### config.mk
export PLATFORM = sky130hd
export DESIGN_NAME = mem_arbiter
export DESIGN_NICKNAME = d
export VERILOG_FILES = /design/src/rtl/mem_arbiter.sv
export SDC_FILE = /design/constraint.sdc
export NUM_CORES = 1
export LEC_CHECK = 0
export CAP_MARGIN = 20
export CORE_MARGIN = 10
export CORE_UTILIZATION = 43
export CTS_BUF_LIST = sky130_fd_sc_hd__clkbuf_16
export DETAILED_ROUTE_END_ITERATION = 16
export PLACE_DENSITY = 0.86
export RECOVER_POWER = 100
export SLEW_MARGIN = 5
export SYNTH_ARGS = -nofsm -noshare
export SYNTH_HDL_FRONTEND = slang
export SYNTH_SLANG_ARGS = --single-unit
### constraint.sdc
create_clock -name clk -period 2.6 [get_ports clk]
set_input_delay 0.39 -clock clk [delete_from_list [all_inputs] [get_ports clk]]
set_output_delay 0.39 -clock clk [all_outputs]
set_load 0.01 [all_outputs]
### src/rtl/mem_arbiter.sv
// rtl/mem_arbiter.sv - single-port memory bus arbiter between IMEM fetch and DMEM load/store
//
// Purpose:
//   Shares one unified memory bus between the core's instruction fetch port
//   and its load/store port. Only one bus transaction is outstanding at a
//   time. Returned data is held on the port outputs until the whole pipeline
//   advances (a clock edge with stall_o low). A single global stall goes to
//   the hazard unit.
//
// Optional feature:
//   MEM_ARB_PERF_EN - adds saturating performance counters perf_stall_cyc_o
//   (cycles with stall_o high) and perf_conflict_o (IDLE cycles in which both
//   ports are pending).
//
// Parameters:
//   DMEM_PRIO  1: DMEM wins simultaneous new requests, 0: IMEM wins
//   ADDR_W     bus address width
//
// Ports:
//   clk            core clock
//   rst_i          synchronous active-low reset
//   imem_rd_en_i   fetch request (level)
//   imem_addr_i    fetch address
//   imem_data_o    fetched instruction (held)
//   dmem_rd_en_i   load request (level)
//   dmem_wr_en_i   store request (level)
//   dmem_addr_i    load/store address
//   dmem_data_i    store data
//   dmem_size_i    access size (byte/half/word)
//   dmem_data_o    load data (held)
//   stall_o        global pipeline stall
//   mem_req_o      bus request
//   mem_we_o       bus write
//   mem_addr_o     bus address
//   mem_wdata_o    bus write data
//   mem_size_o     bus size (2'b10 for fetches)
//   mem_gnt_i      bus accepted the request this cycle
//   mem_rvalid_i   bus response (read data or write ack)
//   mem_rdata_i    bus read data
//   perf_stall_cyc_o, perf_conflict_o  (MEM_ARB_PERF_EN only)

module mem_arbiter #(
  parameter bit DMEM_PRIO = 1'b1,
  parameter int ADDR_W    = 32
) (
  input  logic              clk,
  input  logic              rst_i,
  input  logic              imem_rd_en_i,
  input  logic [ADDR_W-1:0] imem_addr_i,
  output logic [31:0]       imem_data_o,
  input  logic              dmem_rd_en_i,
  input  logic              dmem_wr_en_i,
  input  logic [ADDR_W-1:0] dmem_addr_i,
  input  logic [31:0]       dmem_data_i,
  input  logic [1:0]        dmem_size_i,
  output logic [31:0]       dmem_data_o,
  output logic              stall_o,
  output logic              mem_req_o,
  output logic              mem_we_o,
  output logic [ADDR_W-1:0] mem_addr_o,
  output logic [31:0]       mem_wdata_o,
  output logic [1:0]        mem_size_o,
  input  logic              mem_gnt_i,
  input  logic              mem_rvalid_i,
  input  logic [31:0]       mem_rdata_i
`ifdef MEM_ARB_PERF_EN
  ,
  output logic [31:0]       perf_stall_cyc_o,
  output logic [31:0]       perf_conflict_o
`endif
);

  typedef enum logic [1:0] {
    ST_IDLE = 2'd0,
    ST_REQ  = 2'd1,
    ST_RSP  = 2'd2
  } state_t;

  state_t            state_q, state_d;
  logic              owner_d_q, owner_d_d;   // 1: DMEM owns the bus transaction
  logic              i_done_q, i_done_d;
  logic              d_done_q, d_done_d;
  logic              mem_req_q, mem_req_d;
  logic              mem_we_q, mem_we_d;
  logic [ADDR_W-1:0] mem_addr_q, mem_addr_d;
  logic [31:0]       mem_wdata_q, mem_wdata_d;
  logic [1:0]        mem_size_q, mem_size_d;
  logic [31:0]       imem_data_q, imem_data_d;
  logic [31:0]       dmem_data_q, dmem_data_d;

  logic i_pend;
  logic d_pend;
  logic stall;

  // A port is pending until its result has been delivered; the done flag
  // masks a still-asserted request until the pipeline actually advances.
  assign i_pend = imem_rd_en_i && !i_done_q;
  assign d_pend = (dmem_rd_en_i || dmem_wr_en_i) && !d_done_q;
  assign stall  = i_pend || d_pend;

  always_comb begin
    state_d     = state_q;
    owner_d_d   = owner_d_q;
    i_done_d    = i_done_q;
    d_done_d    = d_done_q;
    mem_req_d   = mem_req_q;
    mem_we_d    = mem_we_q;
    mem_addr_d  = mem_addr_q;
    mem_wdata_d = mem_wdata_q;
    mem_size_d  = mem_size_q;
    imem_data_d = imem_data_q;
    dmem_data_d = dmem_data_q;

    // Pipeline advanced: every request seen from now on is a new one.
    if (!stall) begin
      i_done_d = 1'b0;
      d_done_d = 1'b0;
    end

    case (state_q)
      ST_IDLE: begin
        if (d_pend && (DMEM_PRIO || !i_pend)) begin
          state_d     = ST_REQ;
          owner_d_d   = 1'b1;
          mem_req_d   = 1'b1;
          mem_we_d    = dmem_wr_en_i;
          mem_addr_d  = dmem_addr_i;
          mem_wdata_d = dmem_data_i;
          mem_size_d  = dmem_size_i;
        end else if (i_pend) begin
          state_d     = ST_REQ;
          owner_d_d   = 1'b0;
          mem_req_d   = 1'b1;
          mem_we_d    = 1'b0;
          mem_addr_d  = imem_addr_i;
          mem_wdata_d = 32'd0;
          mem_size_d  = 2'b10;
        end
      end

      ST_REQ: begin
        // Bus fields stay frozen until the slave accepts.
        if (mem_gnt_i) begin
          mem_req_d = 1'b0;
          state_d   = ST_RSP;
        end
      end

      ST_RSP: begin
        if (mem_rvalid_i) begin
          state_d = ST_IDLE;
          // A done flag set here wins over the advance-clear above; a
          // squashed request's flag then drops at the next low-stall edge.
          if (owner_d_q) begin
            d_done_d = 1'b1;
            if (!mem_we_q) begin
              dmem_data_d = mem_rdata_i;
            end
          end else begin
            i_done_d    = 1'b1;
            imem_data_d = mem_rdata_i;
          end
        end
      end

      default: begin
        state_d = ST_IDLE;
      end
    endcase
  end

  always_ff @(posedge clk) begin
    if (!rst_i) begin
      state_q     <= ST_IDLE;
      owner_d_q   <= 1'b0;
      i_done_q    <= 1'b0;
      d_done_q    <= 1'b0;
      mem_req_q   <= 1'b0;
      mem_we_q    <= 1'b0;
      mem_addr_q  <= '0;
      mem_wdata_q <= 32'd0;
      mem_size_q  <= 2'b00;
      imem_data_q <= 32'd0;
      dmem_data_q <= 32'd0;
    end else begin
      state_q     <= state_d;
      owner_d_q   <= owner_d_d;
      i_done_q    <= i_done_d;
      d_done_q    <= d_done_d;
      mem_req_q   <= mem_req_d;
      mem_we_q    <= mem_we_d;
      mem_addr_q  <= mem_addr_d;
      mem_wdata_q <= mem_wdata_d;
      mem_size_q  <= mem_size_d;
      imem_data_q <= imem_data_d;
      dmem_data_q <= dmem_data_d;
    end
  end

  assign stall_o     = stall;
  assign mem_req_o   = mem_req_q;
  assign mem_we_o    = mem_we_q;
  assign mem_addr_o  = mem_addr_q;
  assign mem_wdata_o = mem_wdata_q;
  assign mem_size_o  = mem_size_q;
  assign imem_data_o = imem_data_q;
  assign dmem_data_o = dmem_data_q;

`ifdef MEM_ARB_PERF_EN
  logic [31:0] perf_stall_cyc_q, perf_stall_cyc_d;
  logic [31:0] perf_conflict_q, perf_conflict_d;

  always_comb begin
    perf_stall_cyc_d = perf_stall_cyc_q;
    perf_conflict_d  = perf_conflict_q;
    if (stall && (perf_stall_cyc_q != 32'hFFFF_FFFF)) begin
      perf_stall_cyc_d = perf_stall_cyc_q + 32'd1;
    end
    if ((state_q == ST_IDLE) && i_pend && d_pend &&
        (perf_conflict_q != 32'hFFFF_FFFF)) begin
      perf_conflict_d = perf_conflict_q + 32'd1;
    end
  end

  always_ff @(posedge clk) begin
    if (!rst_i) begin
      perf_stall_cyc_q <= 32'd0;
      perf_conflict_q  <= 32'd0;
    end else begin
      perf_stall_cyc_q <= perf_stall_cyc_d;
      perf_conflict_q  <= perf_conflict_d;
    end
  end

  assign perf_stall_cyc_o = perf_stall_cyc_q;
  assign perf_conflict_o  = perf_conflict_q;
`endif

endmodule

; ---- Word-level counts from Yosys, hierarchy flattened
; Cells that the tools add are included.
; W data, S select, Z words.
[word_totals]
out_inout_bits = 133
elab_cells = 58
regBits = 137
inputBits = 137
[classes]
n_reduce_logical = 14
n_bitwise = 2
n_mux = 26
n_eq_ne = 5
[ops]
columns = cell, count
row1 = $mux W32, 4
row2 = $mux W1, 14
row3 = $mux W2, 6
row4 = $reduce_and A3 Y1, 3
row5 = $pmux W2 S3, 1
row6 = $ne A2 B2 Y1 const B, 2
row7 = $reduce_and A4 Y1, 1
row8 = $reduce_bool A2 Y1, 2
row9 = $ne A3 B3 Y1 const B, 1
row10 = $eq A2 B1 Y1 const B, 1
row11 = $eq A2 B2 Y1 const B, 1
row12 = $logic_and A1 B1 Y1, 2
row13 = $logic_not A1 Y1, 2
row14 = $logic_not A2 Y1, 1
row15 = $logic_or A1 B1 Y1, 2
row16 = $not A1 Y1, 2
row17 = $pmux W1 S2, 1
row18 = $reduce_and A2 Y1, 1

; ---- Depth between registers and ports, before layout
; Gate-level depths: netlist (run 1).
[logic_depth]
depth_word = 7
ltp_mapped = 6
ltp_nobuf = 3

; ---- Least setup slack after synthesis (run 1)
; No wires, ideal clock.
[synth_path]
path_type = register to register
from = register state_q[0]
to = register mem_addr_q[3] (netlist: mem_addr_o[3])
slack_ns = 1.240
path_buffers = 3
stages_incl_launch_ff = 7
synth_period_minus_slack_ns = 1.360
required_time_ns = 2.481
setup_time_ns = 0.119
t_arrival_ns = 1.241
cell_sequence = dfxtp_1 > buf_6 > or2_0 > buf_2 > buf_2 > o31a_1 > o221a_2
[synth_via]
elab_chain_len = 2
[synth_lines]
columns = item, line
row1 = from (decl), 79  ; state_t state_q, state_d;
row2 = from (signal assigned), 186  ; state_q <= state_d;
row3 = $logic_not A2 Y1, 120  ; case (state_q)
row4 = $reduce_and A2 Y1 (no line), --
row5 = to (signal assigned), 192  ; mem_addr_q <= mem_addr_d;
row6 = to (decl), 85  ; logic [ADDR_W-1:0] mem_addr_q, mem_addr_d;
; Every way passes these cells.
; A chain may end at the register's enable or synchronous reset.

; ---- Final worst setup path (run 1)
[layout_path]
from = input port dmem_wr_en_i
to = output port stall_o
[layout_via]
elab_chain_len = 3
[layout_lines]
columns = item, line
row1 = from (decl), 52  ; input logic dmem_wr_en_i,
row2 = $logic_or A1 B1 Y1, 98  ; assign d_pend = (dmem_rd_en_i || dmem_wr_en_i) && !d_done_q;
row3 = $logic_and A1 B1 Y1, 98
row4 = $logic_or A1 B1 Y1, 99  ; assign stall = i_pend || d_pend;
row5 = to (decl), 57  ; output logic stall_o,
; Every way passes these cells.

==> results by group, run 1 <==
Run status
  – Status: finished, final reports clean

Routing
  – Initial DRT Pass Iterations: 6
  – Routed vias: around 5100
  – Routed Antenna Nets: 0
  – Vias per cell: roughly 5.5
  – Final WL: 19100 um
  – DR DRC count: 0
  – Wire length per cell: around 21 um
  – Drt initial violations: 412

Synthesis
  – Yosys reg bits: about 140
  – Mapped Avg Cell Area: 10.3 sq um
  – Syn Inst Count: 512
  – Syn nets: approximately 650
  – Most numerous cell in the Yosys netlist: dfxtp_1
  – Mapped Area: between 5000 and 6000 sq um
  – Post-synthesis cell type count: 35
  – Post-synth ARST share: 0
  – Cell taking the most area after synthesis: dfxtp_1
  – Post-synth top area share: 0.522
  – Post-synth top cells: dfxtp_1 (137), nand2_1 (133), a32o_1 (33)
  – Post-synth EDFFs: 0
  – YS warnings: 0
  – Predominant post-synthesis flop cell: dfxtp_1
  – Largest cells by area after synthesis: dfxtp_1 (52%), nand2_1 (9.5%), o221a_2 (6.9%)
  – Sequential element share of the synthesized area: 0.522

Min path
  – WHS Endpoint: dmem_data_o[15]
  – Hold Startpoint: dmem_data_o[15]
  – WHS Path Cells: 2
  – Hold WC Path Type: reg -> reg

Setup path
  – Worst flop-to-flop path endpoint: mem_addr_o[21]
  – Crit path max fanout: 4
  – Crit path capture type: primary output
  – Element type at the critical path start: primary input
  – Worst R2R Start: state_q[0]
  – Setup crit start: dmem_wr_en_i
  – Critical path required time: around 2.2 ns
  – CP Class: in -> out
  – Worst Path Arrival: slightly below 2 ns
  – Flop-to-flop setup slack: about 0.46 ns
  – Worst reg2reg path depth: 4

Timing
  – Final setup fails: 0
  – Maximum clock frequency: ~430 MHz
  – Final WS setup: about 0.28 ns
  – Final max-slew violation count: 0
  – Fin crit period: 2.32 ns
  – Hold Fails Final Rpt: 0
  – Slew Limit Headroom: 0.248
  – Clock skew: about 0.0072 ns
  – Worst slew pin tran: approximately 1.1 ns
  – RSZ-0062 raised after global routing: no
  – Setup TNS: 0 ns
  – Final worst-path cycle share: 0.892

Power
  – LEAKAGE: between 3 and 4 nW
  – VDD IR-drop max: about 470 uV
  – Power per Cell Area: approximately 660 nW/um^2

Place
  – Worst slack, placed: about 0.11 ns
  – PortBufs: 269
  – HPWL after DPL: roughly 14000 um
  – GP Congestion: about 0.77

Global routing
  – Total track usage: 0.217
  – Initial antenna violation count: 1
  – Largest net degree at the start of global routing: roughly 170
  – First-pass GRT wire length: between 20000 and 30000 um
  – Vias in the first global route: ~5200
  – Gr ovfl total: 0

Floorplan
  – Core ar.: 12000 sq um
  – Die H: 131 um
  – # IOs: 270
  – Die footprint: 17000 sq um
  – Initial core utilization: 0.438
  – Die width: 131 um
  – Cell Rows: 40

Clock tree
  – CTS max path bufs: 2
  – Clock root cell: clkbuf_16
  – CTS Hold Buffers Added: 0
  – H-Tree Depth: 4
  – Cts bufs inserted: 17
  – CTS resizes: 0
  – Worst-skew pair later-pin latency: roughly 0.42 ns
  – Clk pin slew, worst setup/hold paths: roughly 0.050 ns
  – Post-CTS Setup Inserts: 0
  – CTS tree: built
  – Clock Sink Count: roughly 140

Cells and area
  – Layout cells sized above 1: 0.0957
  – # nets final: 897
  – Area Growth Syn to Fin: 63.3%

Flow run
  – Maxcap violations: 0
## routing by layer
layer / wire length, um / share of wire / global-route usage / vias up
met5: 0 / 0 / 0 / -
met4: 748 / 0.039 / 0.118 / 0
met3: 1720 / 0.090 / 0.0846 / 48
met2: 9600 / 0.50 / 0.365 / 247
met1: 7040 / 0.37 / 0.230 / 2421
li1: - / - / - / 2369
## how the worst max path moves through the flow
stage | end | slack, ns | cells after the start
6_report | stall_o | 0.28 | 4
3_3_place_gp | mem_wdata_o[23] | 0.20 | 4
2_1_floorplan | mem_addr_o[3] | 1.24 | 6
3_5_place_dp | mem_wdata_o[9] | 0.11 | 4
4_1_cts | stall_o | 0.45 | 4
5_1_grt | stall_o | 0.22 | 4
## through the flow
stage,power [mW],util,hold WS (ns),cell area (sq um),std cells
after floorplan,2.71,-,0.459,5260,512
after global placement,3.21,0.665,0.440,7990,886
after detailed placement,3.25,0.667,0.449,8010,887
after CTS,5.75,0.717,0.457,8610,919
after global routing,5.85,0.715,0.478,8590,921
final,5.65,0.715,0.455,8590,921
## sequential cells by signal (all words and copies together) (netlist names)
signal       count
state_q          2
mem_size_o       2
imem_data_o     32
mem_addr_o      32
d_done_q         1
i_done_q         1
mem_we_o         1
mem_req_o        1
mem_wdata_o     32
owner_d_q        1
dmem_data_o     32
## layout make-up
type,count,area (sq um)
Tap cell,147,184
Clock inverter,15,183
Inverter,2,7.51
Clock buffer,17,425
Multi-Input combinational cell,322,2240
Fill cell,880,3420
Antenna cell,1,2.50
Sequential cell,137,2740
Timing Repair Buffer,280,2800
## power breakdown
group / switching, mW / total, mW / internal (mW)
clock network: 0.898 / 2.48 / 1.59
registers: 0.0710 / 2.29 / 2.22
logic: 0.378 / 0.869 / 0.491
total: 1.35 / 5.65 / 4.30
## kinds of logic after synthesis
family	after synthesis	share of synthesized area
simple gates	147	0.113
compound gates	143	0.254
buf+inv	53	0.0502
flops	137	0.522
mux	32	0.0609
## cell usage in the layout (no fill, tap or decap), types with 17 or more instances in the layout
| master | instances |
|---|---|
| clkbuf_16 | 17 |
| dfxtp_1 | 137 |
| o221a_2 | 32 |
| clkdlybuf4s50_1 | 133 |
| a32o_1 | 33 |
| o31a_1 | 32 |
| a21boi_0 | 33 |
| mux2i_1 | 32 |
| dlygate4sd3_1 | 135 |
| nand2_1 | 133 |
## worst max-delay path, cell delays in order
cell and delay (ns):
dlygate4sd3_1 0.61, o21bai_4 0.20, nand2_1 0.09, dlygate4sd3_1 0.64
Note: power is estimated with default switching activity, not from simulation.
==> run 2, diff against run 1 <==
Settings changed: CTS_BUF_LIST sky130_fd_sc_hd__clkbuf_16 to default.
==> run 2 against run 1 <==
  * Register-to-register slack improved by 0.02 ns
  * Cell count did not move
  * Flip-flop and latch count did not move
  * Non-clock buffer count did not move
  * Die area did not move
  * Utilization rose by 0.25 points
  * Clock-buffer cell count rose by 3
  * Combinational power barely moved
  * Worst hold slack got worse by 0.00071 ns
  * Sequential share of layout area fell by 0.11 points
==> results by group, run 2 (synthesis results as in run 1) <==
Routing
  – Routed vias: 5102 (+0.33%)
  – Wire length per cell: 20.8 um (+0.20%)
  – Routed Antenna Nets: 0 (unchanged)
  – Final WL: 19100 um (+0.20%)
  – Vias per cell: 5.54 (+0.33%)
  – DR DRC count: 0 (unchanged)
  – Drt initial violations: 437 (+6.1%)
  – Initial DRT Pass Iterations: 7 (+1)

Timing
  – Slew Limit Headroom: 0.264 (+0.0162)
  – Final setup fails: 0 (unchanged)
  – Clock skew: 0.00724 ns (+0.0000479 ns)
  – Final worst-path cycle share: 0.894 (+0.00152)
  – Fin crit period: 2.32 ns (+0.00396 ns)
  – Worst hold slack: 0.455 ns (-0.000709 ns)
  – Final max-slew violation count: 0 (unchanged)
  – Worst slew pin tran: 1.10 ns (-0.0243 ns)
  – Hold Fails Final Rpt: 0 (unchanged)
  – Maximum clock frequency: 430 MHz (-0.17%)
  – RSZ-0062 raised after global routing: no
  – Final WS setup: 0.276 ns (-0.00396 ns)
  – Setup TNS: 0 ns (unchanged)

Cells and area
  – # nets final: 897 (unchanged)
  – Finished Cell Area: 8620 sq um (+0.35%)
  – Fillers: 874 (-0.68%)
  – Finished Core Util: 0.717 (+0.00250)
  – Commonest non-fill, non-tap cell in the layout: dfxtp_1
  – Area Growth Syn to Fin: 63.9%
  – Layout Cells excl Fill: 921 (unchanged)
  – Most frequent cells in the layout: dfxtp_1 (137), dlygate4sd3_1 (135), nand2_1 (133), clkdlybuf4s50_1 (133)
  – Layout cells sized above 1: 0.0996 (+0.00388)

Global routing
  – Vias in the first global route: 5208 (+0.13%)
  – Initial antenna violation count: 1 (unchanged)
  – Gr ovfl total: 0 (unchanged)
  – Largest net degree at the start of global routing: 171 (unchanged)
  – Total track usage: 0.217 (+0.000254)
  – First-pass GRT wire length: 28800 um (+0.17%)

Setup path
  – Worst flop-to-flop path endpoint: mem_addr_o[21]
  – Crit path max-delay cell type: dlygate4sd3_1
  – Critical path required time: 2.21 ns (about the same)
  – Crit path max fanout: 4 (unchanged)
  – Flop-to-flop setup slack: 0.48 ns (+0.02 ns)
  – CP max stage delay: 0.64 ns (about the same)
  – Element type at the critical path start: primary input
  – Worst reg2reg path depth: 4 (unchanged)
  – CP dominant cell by count: dlygate4sd3_1
  – Worst R2R Start: state_q[0]
  – Worst Path Arrival: 1.93 ns (about the same)
  – CP Class: in -> out
  – Critical-path cell list: dlygate4sd3_1, o21bai_4, nand2_1, dlygate4sd3_1
  – Crit path capture type: primary output

Clock tree
  – CTS Hold Buffers Added: 0 (unchanged)
  – Post-CTS Setup Inserts: 0 (unchanged)
  – H-Tree Depth: 4 (unchanged)
  – Cts bufs inserted: 17 (unchanged)
  – Clock root cell: clkbuf_16
  – Clock Sink Count: 137 (unchanged)
  – Clk pin slew, worst setup/hold paths: 0.05 ns (about the same)
  – Worst-skew pair later-pin latency: 0.42 ns (about the same)
  – CTS tree: built
  – CTS max path bufs: 2 (unchanged)
  – CTS resizes: 0 (unchanged)

Min path
  – Hold WC Path Type: reg -> reg
  – WHS Endpoint: dmem_data_o[15]
  – WHS Path Cells: 2 (unchanged)
  – Hold Startpoint: dmem_data_o[15]

Power
  – VDD IR-drop max: 553 uV (+18%)
  – LEAKAGE: 3.44 nW (+0.49%)
  – Power per Cell Area: 666 nW/um^2 (+1.3%)
  – Total Power: 5.74 mW (+1.7%)

Run status
  – Status: finished, final reports clean

Place
  – Worst slack, placed: 0.107 ns (unchanged)
  – HPWL after DPL: 14000 um (unchanged)
  – GP Congestion: 0.775 (unchanged)
  – Placed cell count: 887 (unchanged)
  – PortBufs: 269 (unchanged)
  – Placed inst area: 8010 sq um (unchanged)

Floorplan
  – Cell Rows: 40 (unchanged)
  – Core ar.: 12000 sq um (unchanged)
  – Initial core utilization: 0.438 (unchanged)
  – # IOs: 270 (unchanged)
  – Die footprint: 17000 sq um (unchanged)
  – Die H: 131 um (unchanged)
  – Die width: 131 um (unchanged)

Flow run
  – Maxcap violations: 0 (unchanged)
==> run 2: worst max path at each step <==
stage | start | endpoint | slack [ns]
global placement | dmem_wr_en_i | mem_wdata_o[23] | 0.20
floorplan | state_q[0] | mem_addr_o[3] | 1.24
CTS | dmem_wr_en_i | stall_o | 0.45
detailed placement | dmem_wr_en_i | mem_wdata_o[9] | 0.11
global route | dmem_wr_en_i | stall_o | 0.22
finish | dmem_wr_en_i | stall_o | 0.28
==> run 2: worst max-delay path: cells and delay by family <==
family                 cells  cell delay (ns)
buffers and inverters      2             1.25
AOI/OAI and AO/OA          1             0.20
and+or+nand+nor            1             0.09
==> run 2: layout make-up <==
cell class	count	area, sq um	share of cell area
sequential	137	2740	0.318
clock inverter	12	171	0.0199
antenna	1	2.50	0.000290
timing repair buffer	280	2800	0.325
inverter	2	7.51	0.000871
clock buffer	20	467	0.0542
tap	147	184	0.0213
multi-input combinational	322	2240	0.260
==> run 2: layer usage <==
layer,up-vias,part of all wire,track usage
li1,2368,-,-
met1,2413,0.36,0.231
met2,264,0.50,0.365
met3,57,0.094,0.0846
met4,0,0.041,0.118
met5,-,0,0
==> run 2: power breakdown <==
part	internal, mW	switching (mW)
Clock	1.67	0.905
Combinational	0.491	0.378
Sequential	2.22	0.0702
Total	4.39	1.35
==> run 3, diff against run 2 <==
Settings changed: CORE_MARGIN 10 to default.
==> run 3 against run 2 <==
  * Non-clock buffer count rose by 1
  * Cell count up 0.11%
  * Routed wire length is 18% lower
  * Clock power fell by 14%
  * Cell area fell by 1.0%
  * Die area shrank 26%
  * Flip-flop and latch count stayed put
  * Utilization fell by 0.44 points
  * Total power down 6.5%
  * Worst hold slack worse by 0.0046 ns
==> results by group, run 3 (synthesis results as in run 1) <==
Place
  – Worst slack, placed: 0.496 ns (+0.388 ns)
  – PortBufs: 269 (unchanged)
  – HPWL after DPL: 11300 um (-19%)
  – GP Congestion: 0.846 (+9.2%)

Setup path
  – CP Class: in -> out
  – Flop-to-flop setup slack: 0.41 ns (-0.07 ns)
  – Critical-path cell list: dlygate4sd3_1, o21bai_4, nand2_1, dlygate4sd3_1
  – Worst Path Arrival: 1.90 ns (-0.03 ns)
  – Crit path max-delay cell type: dlygate4sd3_1
  – CP max stage delay: 0.64 ns (about the same)
  – Element type at the critical path start: primary input
  – Critical path required time: 2.21 ns (about the same)
  – Crit path capture type: primary output
  – Crit path max fanout: 3 (-1)
  – Worst reg2reg path depth: 4 (unchanged)
  – CP dominant cell by count: dlygate4sd3_1

Clock tree
  – H-Tree Depth: 4 (unchanged)
  – Worst-skew pair later-pin latency: 0.40 ns (-0.02 ns)
  – CTS max path bufs: 2 (unchanged)
  – CTS Hold Buffers Added: 0 (unchanged)
  – Post-CTS Setup Inserts: 0 (unchanged)
  – Clock Sink Count: 137 (unchanged)
  – CTS resizes: 0 (unchanged)
  – Cts bufs inserted: 17 (unchanged)
  – CTS tree: built
  – Clock root cell: clkbuf_16
  – Clk pin slew, worst setup/hold paths: 0.05 ns (about the same)

Routing
  – Routed vias: 4967 (-2.6%)
  – Vias per cell: 5.39 (-2.8%)
  – Final WL: 15800 um (-18%)
  – Routed Antenna Nets: 0 (unchanged)
  – Drt initial violations: 297 (-32%)
  – Initial DRT Pass Iterations: 4 (-3)
  – Wire length per cell: 17.1 um (-18%)
  – DR DRC count: 0 (unchanged)

Global routing
  – Top Usage Layer GRT: met2
  – Largest net degree at the start of global routing: 70 (-59%)
  – Met3 Use GR: 0.0880 (+0.00340)
  – Gr ovfl total: 0 (unchanged)
  – M2 GR Usage: 0.426 (+0.0601)
  – First-pass GRT wire length: 25200 um (-12%)
  – Vias in the first global route: 5010 (-3.8%)
  – Initial antenna violation count: 1 (unchanged)
  – Total track usage: 0.254 (+0.0362)
  – Met1 GRT Util: 0.280 (+0.0496)

Timing
  – Final setup fails: 0 (unchanged)
  – Final max-slew violation count: 0 (unchanged)
  – Final WS setup: 0.313 ns (+0.0370 ns)
  – Worst slew pin tran: 1.09 ns (-0.0135 ns)
  – Final worst-path cycle share: 0.880 (-0.0142)
  – Maximum clock frequency: 437 MHz (+1.6%)
  – Fin crit period: 2.29 ns (-0.0370 ns)
  – Slew Limit Headroom: 0.273 (+0.00898)
  – Clock skew: 0.00750 ns (+0.000259 ns)
  – Hold Fails Final Rpt: 0 (unchanged)
  – RSZ-0062 raised after global routing: no
  – Setup TNS: 0 ns (unchanged)

Min path
  – WHS Path Cells: 2 (unchanged)
  – Hold WC Path Type: reg -> reg

Power
  – LEAKAGE: 3.40 nW (-0.96%)
  – VDD IR-drop max: 382 uV (-31%)
  – Total Power: 5.37 mW (-6.5%)
  – Power per Cell Area: 629 nW/um^2 (-5.6%)

Floorplan
  – Initial core utilization: 0.440 (+0.00183)
  – Core ar.: 12000 sq um (-0.42%)
  – Die width: 113 um (-14%)
  – Cell Rows: 40 (unchanged)
  – Die H: 113 um (-14%)
  – Die footprint: 12700 sq um (-26%)
  – # IOs: 270 (unchanged)

Cells and area
  – # nets final: 898 (+0.11%)
  – Layout cells sized above 1: 0.101 (+0.00116)
  – Finished Core Util: 0.713 (-0.00443)
  – Area Growth Syn to Fin: 62.2%
  – Commonest non-fill, non-tap cell in the layout: dfxtp_1
  – Most frequent cells in the layout: dfxtp_1 (137), dlygate4sd3_1 (135), nand2_1 (133), clkdlybuf4s50_1 (133), a32o_1 (33)

Flow run
  – Maxcap violations: 0 (unchanged)

Run status
  – Status: finished, final reports clean
run 3: cell types whose count changed in the layout (fill, tap and decap cells not counted), moves of 2 or more:
| cell | delta |
|---|---|
| buf_4 | +2 |
| bufinv_16 | -3 |
| clkbuf_1 | +2 |
| clkbuf_2 | +2 |
run 3: critical path, delay by kind of cell:
family / cells / cell delay [ns]
buffers and inverters: 2 / 1.25
AND/OR/NAND/NOR: 1 / 0.09
AO/OA/AOI/OAI: 1 / 0.18
run 3: per-layer routing:
metal	part of all wire	wire, um
met1	0.39	6200
met2	0.49	7790
met3	0.075	1180
met4	0.040	625
met5	0	0
run 3: area by class of cell:
type	instances	area [sq um]
antenna	1	2.50
clock inverter	8	70.1
sequential	137	2740
tap	147	184
timing repair buffer	281	2780
multi-input combinational	322	2260
clock buffer	24	482
inverter	2	7.51
fill	877	3430
run 3: power breakdown:
part	internal, mW	switching [mW]	leakage [nW]
Clock	1.38	0.843	0.270
Sequential	2.22	0.0682	1.12
Combinational	0.488	0.361	2.01
Total	4.09	1.27	3.40
run 3: path summary, 6_finish.rpt:
kind,startpoint,endpoint
min reg2reg,dmem_data_o[6],dmem_data_o[6]
max reg2reg,state_q[0],mem_addr_o[22]
min,dmem_data_o[6],dmem_data_o[6]
max,dmem_wr_en_i,stall_o
run 3: metrics by stage:
step	instance area, sq um	hold WS [ns]	instances
2_1_floorplan	5260	0.459	512
5_1_grt	8530	0.459	922
3_3_place_gp	8030	0.443	889
4_1_cts	8580	0.458	921
3_5_place_dp	8030	0.447	889
6_report	8530	0.450	922
